`config.mk`:
```
export PLATFORM = sky130hd
export DESIGN_NAME = ttm4_instruction_fetch
export DESIGN_NICKNAME = d
export VERILOG_FILES = /design/src/rtl/ttm4_instruction_fetch.sv
export SDC_FILE = /design/constraint.sdc
export NUM_CORES = 1
export LEC_CHECK = 0
export ABC_AREA = 1
export CORE_ASPECT_RATIO = 1.25
export CORE_MARGIN = 2
export CORE_UTILIZATION = 54
export CTS_CLUSTER_SIZE = 25
export DETAILED_ROUTE_END_ITERATION = 6
export PLACE_DENSITY_LB_ADDON = 0.2
export SYNTH_ARGS = -nofsm -noshare
export SYNTH_HDL_FRONTEND = slang
export SYNTH_SLANG_ARGS = --single-unit
```
`constraint.sdc`:
```
create_clock -name CLK -period 3.3 [get_ports CLK]
set_input_delay 0.33 -clock CLK [delete_from_list [all_inputs] [get_ports CLK]]
set_output_delay 0.33 -clock CLK [all_outputs]
set_load 0.03 [all_outputs]
```
`src/rtl/ttm4_instruction_fetch.sv`:
```
// TTM4 fetch sequencer: owns PC, IR and the return-address stack, and fetches over req/ack.
// Optional build macro TTM4_FETCH_STEP_EN adds a STEP input that issues one instruction per pulse.
module ttm4_instruction_fetch #(
  parameter int ADDR_W    = 8,
  parameter int STK_DEPTH = 4
) (
  input  logic              CLK,
  input  logic              nRST,
`ifdef TTM4_FETCH_STEP_EN
  input  logic              STEP,
`endif
  output logic              MEM_REQ,
  output logic [ADDR_W-1:0] MEM_ADDR,
  input  logic              MEM_ACK,
  input  logic [15:0]       MEM_RDATA,
  output logic [4:0]        OP,
  output logic [2:0]        LR,
  output logic [2:0]        SR,
  output logic              IR_VALID,
  input  logic              nPC_LD,
  input  logic [ADDR_W-1:0] JUMP_ADDR,
  input  logic              nSK_EN,
  input  logic              SK_COND,
  input  logic              STK_EN,
  input  logic              SP_D_nU,
  output logic [ADDR_W-1:0] PC,
  output logic              STK_ERR,
  output logic              HALTED
);
  localparam int SP_W  = $clog2(STK_DEPTH + 1);
  localparam int IDX_W = $clog2(STK_DEPTH);

  typedef enum logic [1:0] {S_FETCH, S_EXEC, S_HALT} state_e;

  state_e            state_q, state_d;
  logic [ADDR_W-1:0] pc_q, pc_d;
  logic [10:0]       ir_q, ir_d;
  logic [SP_W-1:0]   sp_q, sp_d;
  logic              stk_err_q, stk_err_d;
  logic [ADDR_W-1:0] stk_q [STK_DEPTH];
  logic [ADDR_W-1:0] stk_d [STK_DEPTH];

  logic              fetch_ok;
  logic [ADDR_W-1:0] pc_inc1, pc_inc2;
  logic [SP_W-1:0]   sp_dec;
  logic [IDX_W-1:0]  push_idx, pop_idx;
  logic              unused_rdata;

`ifdef TTM4_FETCH_STEP_EN
  logic step_q, step_d;
  logic credit_q, credit_d;

  // A STEP edge arriving on the consuming ack cycle still leaves a fresh credit.
  always_comb begin
    step_d   = STEP;
    credit_d = credit_q;
    if (MEM_REQ && MEM_ACK) credit_d = 1'b0;
    if (STEP && !step_q)    credit_d = 1'b1;
  end

  always_ff @(posedge CLK) begin
    if (!nRST) begin
      step_q   <= 1'b0;
      credit_q <= 1'b0;
    end else begin
      step_q   <= step_d;
      credit_q <= credit_d;
    end
  end

  assign fetch_ok = credit_q;
`else
  assign fetch_ok = 1'b1;
`endif

  always_comb begin
    state_d   = state_q;
    pc_d      = pc_q;
    ir_d      = ir_q;
    sp_d      = sp_q;
    stk_err_d = stk_err_q;
    stk_d     = stk_q;
    MEM_REQ   = 1'b0;
    IR_VALID  = 1'b0;
    pc_inc1   = pc_q + ADDR_W'(1);
    pc_inc2   = pc_q + ADDR_W'(2);
    sp_dec    = sp_q - SP_W'(1);
    push_idx  = sp_q[IDX_W-1:0];
    pop_idx   = sp_dec[IDX_W-1:0];

    case (state_q)
      S_FETCH: begin
        MEM_REQ = fetch_ok;
        if (fetch_ok && MEM_ACK) begin
          ir_d    = MEM_RDATA[15:5];
          state_d = S_EXEC;
        end
      end
      S_EXEC: begin
        IR_VALID = 1'b1;
        state_d  = S_FETCH;
        // Stack faults freeze the PC so the offending instruction address stays visible.
        if (STK_EN && SP_D_nU) begin
          if (sp_q == '0) begin
            stk_err_d = 1'b1;
            state_d   = S_HALT;
          end else begin
            pc_d = stk_q[pop_idx];
            sp_d = sp_dec;
          end
        end else if (STK_EN) begin
          if (sp_q == SP_W'(STK_DEPTH)) begin
            stk_err_d = 1'b1;
            state_d   = S_HALT;
          end else begin
            stk_d[push_idx] = pc_inc1;
            pc_d            = JUMP_ADDR;
            sp_d            = sp_q + SP_W'(1);
          end
        end else if (!nPC_LD) begin
          pc_d = JUMP_ADDR;
        end else if (!nSK_EN && SK_COND) begin
          pc_d = pc_inc2;
        end else begin
          pc_d = pc_inc1;
        end
      end
      default: begin
      end
    endcase
  end

  always_ff @(posedge CLK) begin
    if (!nRST) begin
      state_q   <= S_FETCH;
      pc_q      <= '0;
      ir_q      <= '0;
      sp_q      <= '0;
      stk_err_q <= 1'b0;
    end else begin
      state_q   <= state_d;
      pc_q      <= pc_d;
      ir_q      <= ir_d;
      sp_q      <= sp_d;
      stk_err_q <= stk_err_d;
    end
  end

  always_ff @(posedge CLK) begin
    stk_q <= stk_d;
  end

  assign MEM_ADDR     = pc_q;
  assign PC           = pc_q;
  assign OP           = ir_q[10:6];
  assign LR           = ir_q[5:3];
  assign SR           = ir_q[2:0];
  assign STK_ERR      = stk_err_q;
  assign HALTED       = (state_q == S_HALT);
  assign unused_rdata = ^MEM_RDATA[4:0];
endmodule
```
==> results of run 1 <==
-- worst min-delay path: stages, from the launching register on --
cell,delay [ns]
dfxtp_1,0.31
inv_1,0.05
a21oi_1,0.05
-- path summary, 6_finish.rpt --
check | to | depth (start not counted) | from | slack [ns]
worst max-delay path | MEM_ADDR[6] | 11 | sp_q[0] | 1.08
worst min-delay path | STK_ERR | 2 | STK_ERR | 0.46
worst max register to register | MEM_ADDR[6] | 11 | sp_q[0] | 1.08
worst min register to register | STK_ERR | 2 | STK_ERR | 0.46
-- flip-flops by register name (all words and copies together), names as in the netlist --
signal,count
STK_ERR,1
ir_q,11
state_q,2
sp_q,3
MEM_ADDR,8
stk_q,32
-- cell usage after synthesis (all sizes together) --
master,count
clkbuf,1
a21oi,19
clkinv,1
inv,34
o211ai,4
edfxtp,32
o22ai,3
nor2,61
o21ai,40
a211oi,1
xnor2,2
o221ai,2
nand2,45
xor2,3
ha,7
nor3,1
a31oi,1
nand3,21
dfxtp,25
nand4,1
buf,17
or2,1
-- power groups by stage --
stage / Sequential [mW] / Clock (mW) / Combinational, mW
6_report: 0.799 / 0.615 / 0.295
5_1_grt: 0.802 / 0.657 / 0.322
4_1_cts: 0.799 / 0.625 / 0.295
3_5_place_dp: 0.814 / 0 / 0.291
3_3_place_gp: 0.812 / 0 / 0.287
2_1_floorplan: 0.845 / 0 / 0.150
-- cell families after synthesis --
family	Yosys count
and+or+nand+nor	130
DFF	57
adders and majority gates	7
buffers and inverters	53
AOI/OAI and AO/OA	70
xor gates and xnor gates	5
-- per-layer routing --
| metal | global-route usage | wire length (um) | up-vias |
|---|---|---|---|
| li1 | - | - | 1177 |
| met1 | 0.334 | 2870 | 1084 |
| met2 | 0.375 | 3180 | 80 |
| met3 | 0.0597 | 386 | 13 |
| met4 | 0.118 | 132 | 0 |
| met5 | 0 | 0 | - |
-- layout make-up --
cell class,count,area (sq um)
multi-input cells,212,1110
flip-flops and latches,57,1460
well taps,62,77.6
clock buffers,10,128
clock inverters,6,58.8
fillers,413,1500
inverters,35,134
repair buffers,63,616
-- per-stage QoR --
stage          cells  utilization  hold slack [ns]
2_1_floorplan    322            -            0.466
3_5_place_dp     429        0.669            0.449
4_1_cts          445        0.706            0.464
6_report         445        0.706            0.460
3_3_place_gp     429        0.669            0.448
5_1_grt          445        0.706            0.486
==> run_results.csv, run 1 <==
group,metric,value,unit
clocking,clockRootBuffer,"clkbuf_8",
detailed_routing,ant_nets,0,
floorplanning,die_w,68.7,um
clocking,cts_made_buffers,9,
power_and_ir_drop,p_sw_frac,0.276,
clocking,cts.sinks,57,
synth,synthMuxAreaShare,0,
setup_path,cp.required,3.56,ns
synth,synth_compound_area_frac,0.135,
placement,gp_congestion,0.874,
detailed_routing,wl_per_cell,14.7,um
detailed_routing,firstDrtPassIters,5,
flow_run,cap_violations,0,
status,status,"completed",
sta,grt_setup_unrepaired,"false",
setup_path,max_stage_delay,0.53,ns
sta,worst_slew_pin_slew,0.413,ns
layout,final_area,3580,sq um
placement,dpl.hpwl,4480,um
synth,synth-xor-area-share,0.0181,
global_route,grt_pass1_wl,10700,um
clocking,cts_tree,"done",
setup_path,cpMostUsedCell,"nand2_1",
placement,dp_slack,0.974,ns
clocking,cts_resized,0,
clocking,clk_latency,0.33,ns
placement,numPortBuffers,57,
synth,syn_inst,322,
synth,synth_top_family_by_area,"simple AND/OR/NAND/NOR gates",
clocking,clkTransAtPathRegs,0.06,ns
layout,layout_common_cells,"clkdlybuf4s50_1 (57), nor2_1 (56), nand2_1 (42)",
power_and_ir_drop,vdd_drop_max,0.000299,V
synth,synth_area,2830,sq um
detailed_routing,drt-vias-per-instance,5.29,
sta,finalSetupViolCount,0,
sta,skew,0.00792,ns
layout,drive_above_1_share,0.110,
setup_path,crit_family,"buffers and inverters",
floorplanning,start_util,0.556,
synth,synthesis.nets,361,
synth,yosys.area_share.simple,0.208,
synth,synth_seq_area_share,0.517,
clocking,cts_setup_buffers,0,
setup_path,crit_arrival,2.49,ns
global_route,grt_pass1_vias,2304,
detailed_routing,drt_wl_total,6560,um
power_and_ir_drop,p_comb_frac,0.172,
clocking,hold_buffers,0,
power_and_ir_drop,internal_power,1.24,mW
synth,synth_adder_area_share,0.0310,
synth,synth.distinct_cells,35,
layout,finalNetCount,417,
placement,placed_cell_area,3400,sq um
sta,fmax,450,MHz
sta,min_period,2.22,ns
power_and_ir_drop,power_frac_clock,0.360,
global_route,track_usage,0.249,
floorplanning,dieArea,5830,sq um
sta,min_period_over_period,0.674,
setup_path,path_max_fanout,21,
sta,drv_slew,0,
floorplanning,die_h,84.9,um
clocking,cts_buffer_depth,2,
sta,setup_tns,0,ns
hold_path,hold_class,"reg -> reg",
sta,slew_headroom,0.724,
layout,diodes,0,
setup_path,end_kind,"flip-flop",
synth,synth_area_per_cell,8.78,sq um
detailed_routing,via_count,2354,
detailed_routing,drt-initial-drc-count,199,
floorplanning,core_area,5080,sq um
setup_path,worst-setup-path-type,"reg -> reg",
layout,syn2layout_area_growth,26.8,%
setup_path,critical-path-slowest-cell,"ha_1",
global_route,antenna_found_initial,0,
power_and_ir_drop,p_sw,0.472,mW
detailed_routing,drc,0,
global_route,grt_max_degree,22,
setup_path,path_buf_inv,3,
setup_path,crit_chain,"buf_4 -> inv_4 -> ha_1 -> inv_1 -> nor2_1 -> o21ai_0 -> nand2_1 -> nand2_1 -> a21oi_1 -> nand2_1 -> a21oi_2",
power_and_ir_drop,pwr-share-seq,0.468,
power_and_ir_drop,power.total,1.71,mW
setup_path,crit_path_start_kind,"flip-flop",
synth,netlist.area_leader.share,0.340,
floorplanning,pin_count,63,
layout,final_common_cell,"clkdlybuf4s50_1",
synth,yosys-top-cells-area,"edfxtp_1 (34%), dfxtp_1 (18%), nor2_1 (7.4%)",
power_and_ir_drop,power.density,477,nW/um^2
sta,hold_viol,0,
global_route,grt_overflow,0,
power_and_ir_drop,p_leak,1.38,nW
sta,timing.final.ws_setup,1.08,ns
synth,yosys_warnings,0,
synth,yosysTopAreaCell,"edfxtp_1",
floorplanning,num_rows,29,
synth,synth_seq_cells,57,
clocking,cts_max_level,3,
Note: power is estimated with default switching activity, not from simulation.
==> inputs of run 2 (changes only) <==
CORE_UTILIZATION = 50   (was 54)
clock period = 2.3 ns   (was 3.3 ns; I/O delays follow)
==> run 2 against run 1 <==
  * Critical path depth down 1
  * Critical endpoint unchanged
  * First-iteration DRC count down 21%
  * Non-clock buffer count up 5
==> run_results.csv, run 2 (synthesis gave the netlist of run 1 again) <==
group,metric,value,unit
sta,skew,0.00596,ns
setup_path,crit_arrival,2.15,ns
sta,fmax,535,MHz
detailed_routing,drt_wl_total,6450,um
layout,regMostFlops,"stk_q",
placement,numPortBuffers,57,
global_route,grt_pass1_wl,10400,um
sta,grt_setup_unrepaired,"false",
status,status,"completed",
sta,min_period,1.87,ns
sta,setup_tns,0,ns
floorplanning,start_util,0.519,
global_route,grt_overflow,0,
global_route,grt_use_met3,0.0541,
power_and_ir_drop,vdd_drop_max,0.000552,V
detailed_routing,drc,0,
clocking,cts_tree,"done",
global_route,use_met2,0.353,
layout,syn2layout_area_growth,29.9,%
clocking,clk_latency,0.34,ns
floorplanning,die_w,71.3,um
floorplanning,num_rows,30,
clocking,cts_max_level,3,
layout,final_area,3670,sq um
sta,drv_slew,0,
placement,dpl.hpwl,4630,um
power_and_ir_drop,p_leak,1.43,nW
sta,finalSetupViolCount,0,
layout,finalNetCount,422,
power_and_ir_drop,power.density,732,nW/um^2
power_and_ir_drop,p_sw_frac,0.254,
clocking,cts_buffer_depth,2,
clocking,cts_resized,0,
layout,final_common_cell,"clkdlybuf4s50_1",
detailed_routing,firstDrtPassIters,4,
detailed_routing,drt-initial-drc-count,158,
floorplanning,pin_count,63,
floorplanning,core_area,5440,sq um
clocking,clockRootBuffer,"clkbuf_8",
layout,drive_above_1_share,0.121,
hold_path,hold_class,"reg -> reg",
power_and_ir_drop,internal_power,2.00,mW
layout,layout_common_cells,"clkdlybuf4s50_1 (57), nor2_1 (56), nand2_1 (42)",
setup_path,path_max_fanout,7,
detailed_routing,ant_nets,0,
placement,placed_cell_area,3440,sq um
placement,gp_congestion,0.882,
sta,min_period_over_period,0.813,
detailed_routing,via_count,2314,
detailed_routing,drt-vias-per-instance,5.12,
global_route,track_usage,0.222,
sta,hold_viol,0,
floorplanning,die_h,88.1,um
sta,worst_slew_pin_slew,0.366,ns
flow_run,cap_violations,0,
power_and_ir_drop,p_sw,0.683,mW
layout,largest_reg_flops,32,
detailed_routing,wl_per_cell,14.3,um
power_and_ir_drop,pwr-share-seq,0.425,
setup_path,end_kind,"flip-flop",
power_and_ir_drop,p_comb_frac,0.161,
clocking,cts_made_buffers,9,
global_route,antenna_found_initial,0,
clocking,cts.sinks,57,
clocking,hold_buffers,0,
global_route,grt_pass1_vias,2212,
clocking,cts_setup_buffers,0,
global_route,grt_max_degree,21,
layout,diodes,0,
setup_path,cp.required,2.58,ns
global_route,busiest_layer,"met2",
clocking,clkTransAtPathRegs,0.07,ns
setup_path,worst-setup-path-type,"reg -> reg",
global_route,met1_usage,0.279,
power_and_ir_drop,power_frac_clock,0.414,
setup_path,crit_path_start_kind,"flip-flop",
sta,slew_headroom,0.756,
floorplanning,dieArea,6270,sq um
-- run 2: area by class of cell --
class,count,area [sq um]
Tap cell,64,80.1
Fill cell,436,1770
Inverter,35,134
Sequential cell,57,1460
Timing Repair Buffer,68,653
Clock buffer,10,128
Multi-Input combinational cell,212,1110
Clock inverter,6,106
-- run 2: worst paths after layout --
kind / start / endpoint / slack (ns) / cells past startpoint
max: sp_q[1] / MEM_ADDR[6] / 0.43 / 10
min: STK_ERR / STK_ERR / 0.45 / 2
max reg2reg: sp_q[1] / MEM_ADDR[6] / 0.43 / 10
min reg2reg: STK_ERR / STK_ERR / 0.45 / 2
-- run 2: worst max-delay path: stages (launching register included) --
cell and delay, ns:
dfxtp_1 0.35, inv_1 0.11, ha_1 0.43, inv_1 0.19, nor2_1 0.12, o21ai_0 0.08, nand2_1 0.10, nand2_1 0.06
a21oi_1 0.16, nand2_1 0.10, a21oi_2 0.10
-- run 2: metal layers --
layer / vias to the layer above / part of all wire
met3: 12 / 0.050
met1: 1067 / 0.45
met2: 49 / 0.48
li1: 1186 / -
met5: - / 0
met4: 0 / 0.017
-- run 2: through the flow --
| stage | setup WS [ns] | util | power (mW) | std cells | hold slack, ns |
|---|---|---|---|---|---|
| 2_1_floorplan | 0.356 | - | 1.43 | 322 | 0.366 |
| 3_3_place_gp | 0.509 | 0.632 | 1.59 | 436 | 0.440 |
| 3_5_place_dp | 0.460 | 0.632 | 1.59 | 436 | 0.440 |
| 4_1_cts | 0.412 | 0.675 | 2.71 | 452 | 0.449 |
| 5_1_grt | 0.244 | 0.675 | 2.79 | 452 | 0.485 |
| 6_report | 0.430 | 0.675 | 2.69 | 452 | 0.450 |
-- run 2: power by group through the flow --
stage               registers (mW)  clock network (mW)  logic, mW
floorplan                     1.21                   0      0.215
global placement              1.16                   0      0.425
detailed placement            1.16                   0      0.430
CTS                           1.14                1.14      0.435
global route                  1.15                1.17      0.474
finish                        1.14                1.11      0.432
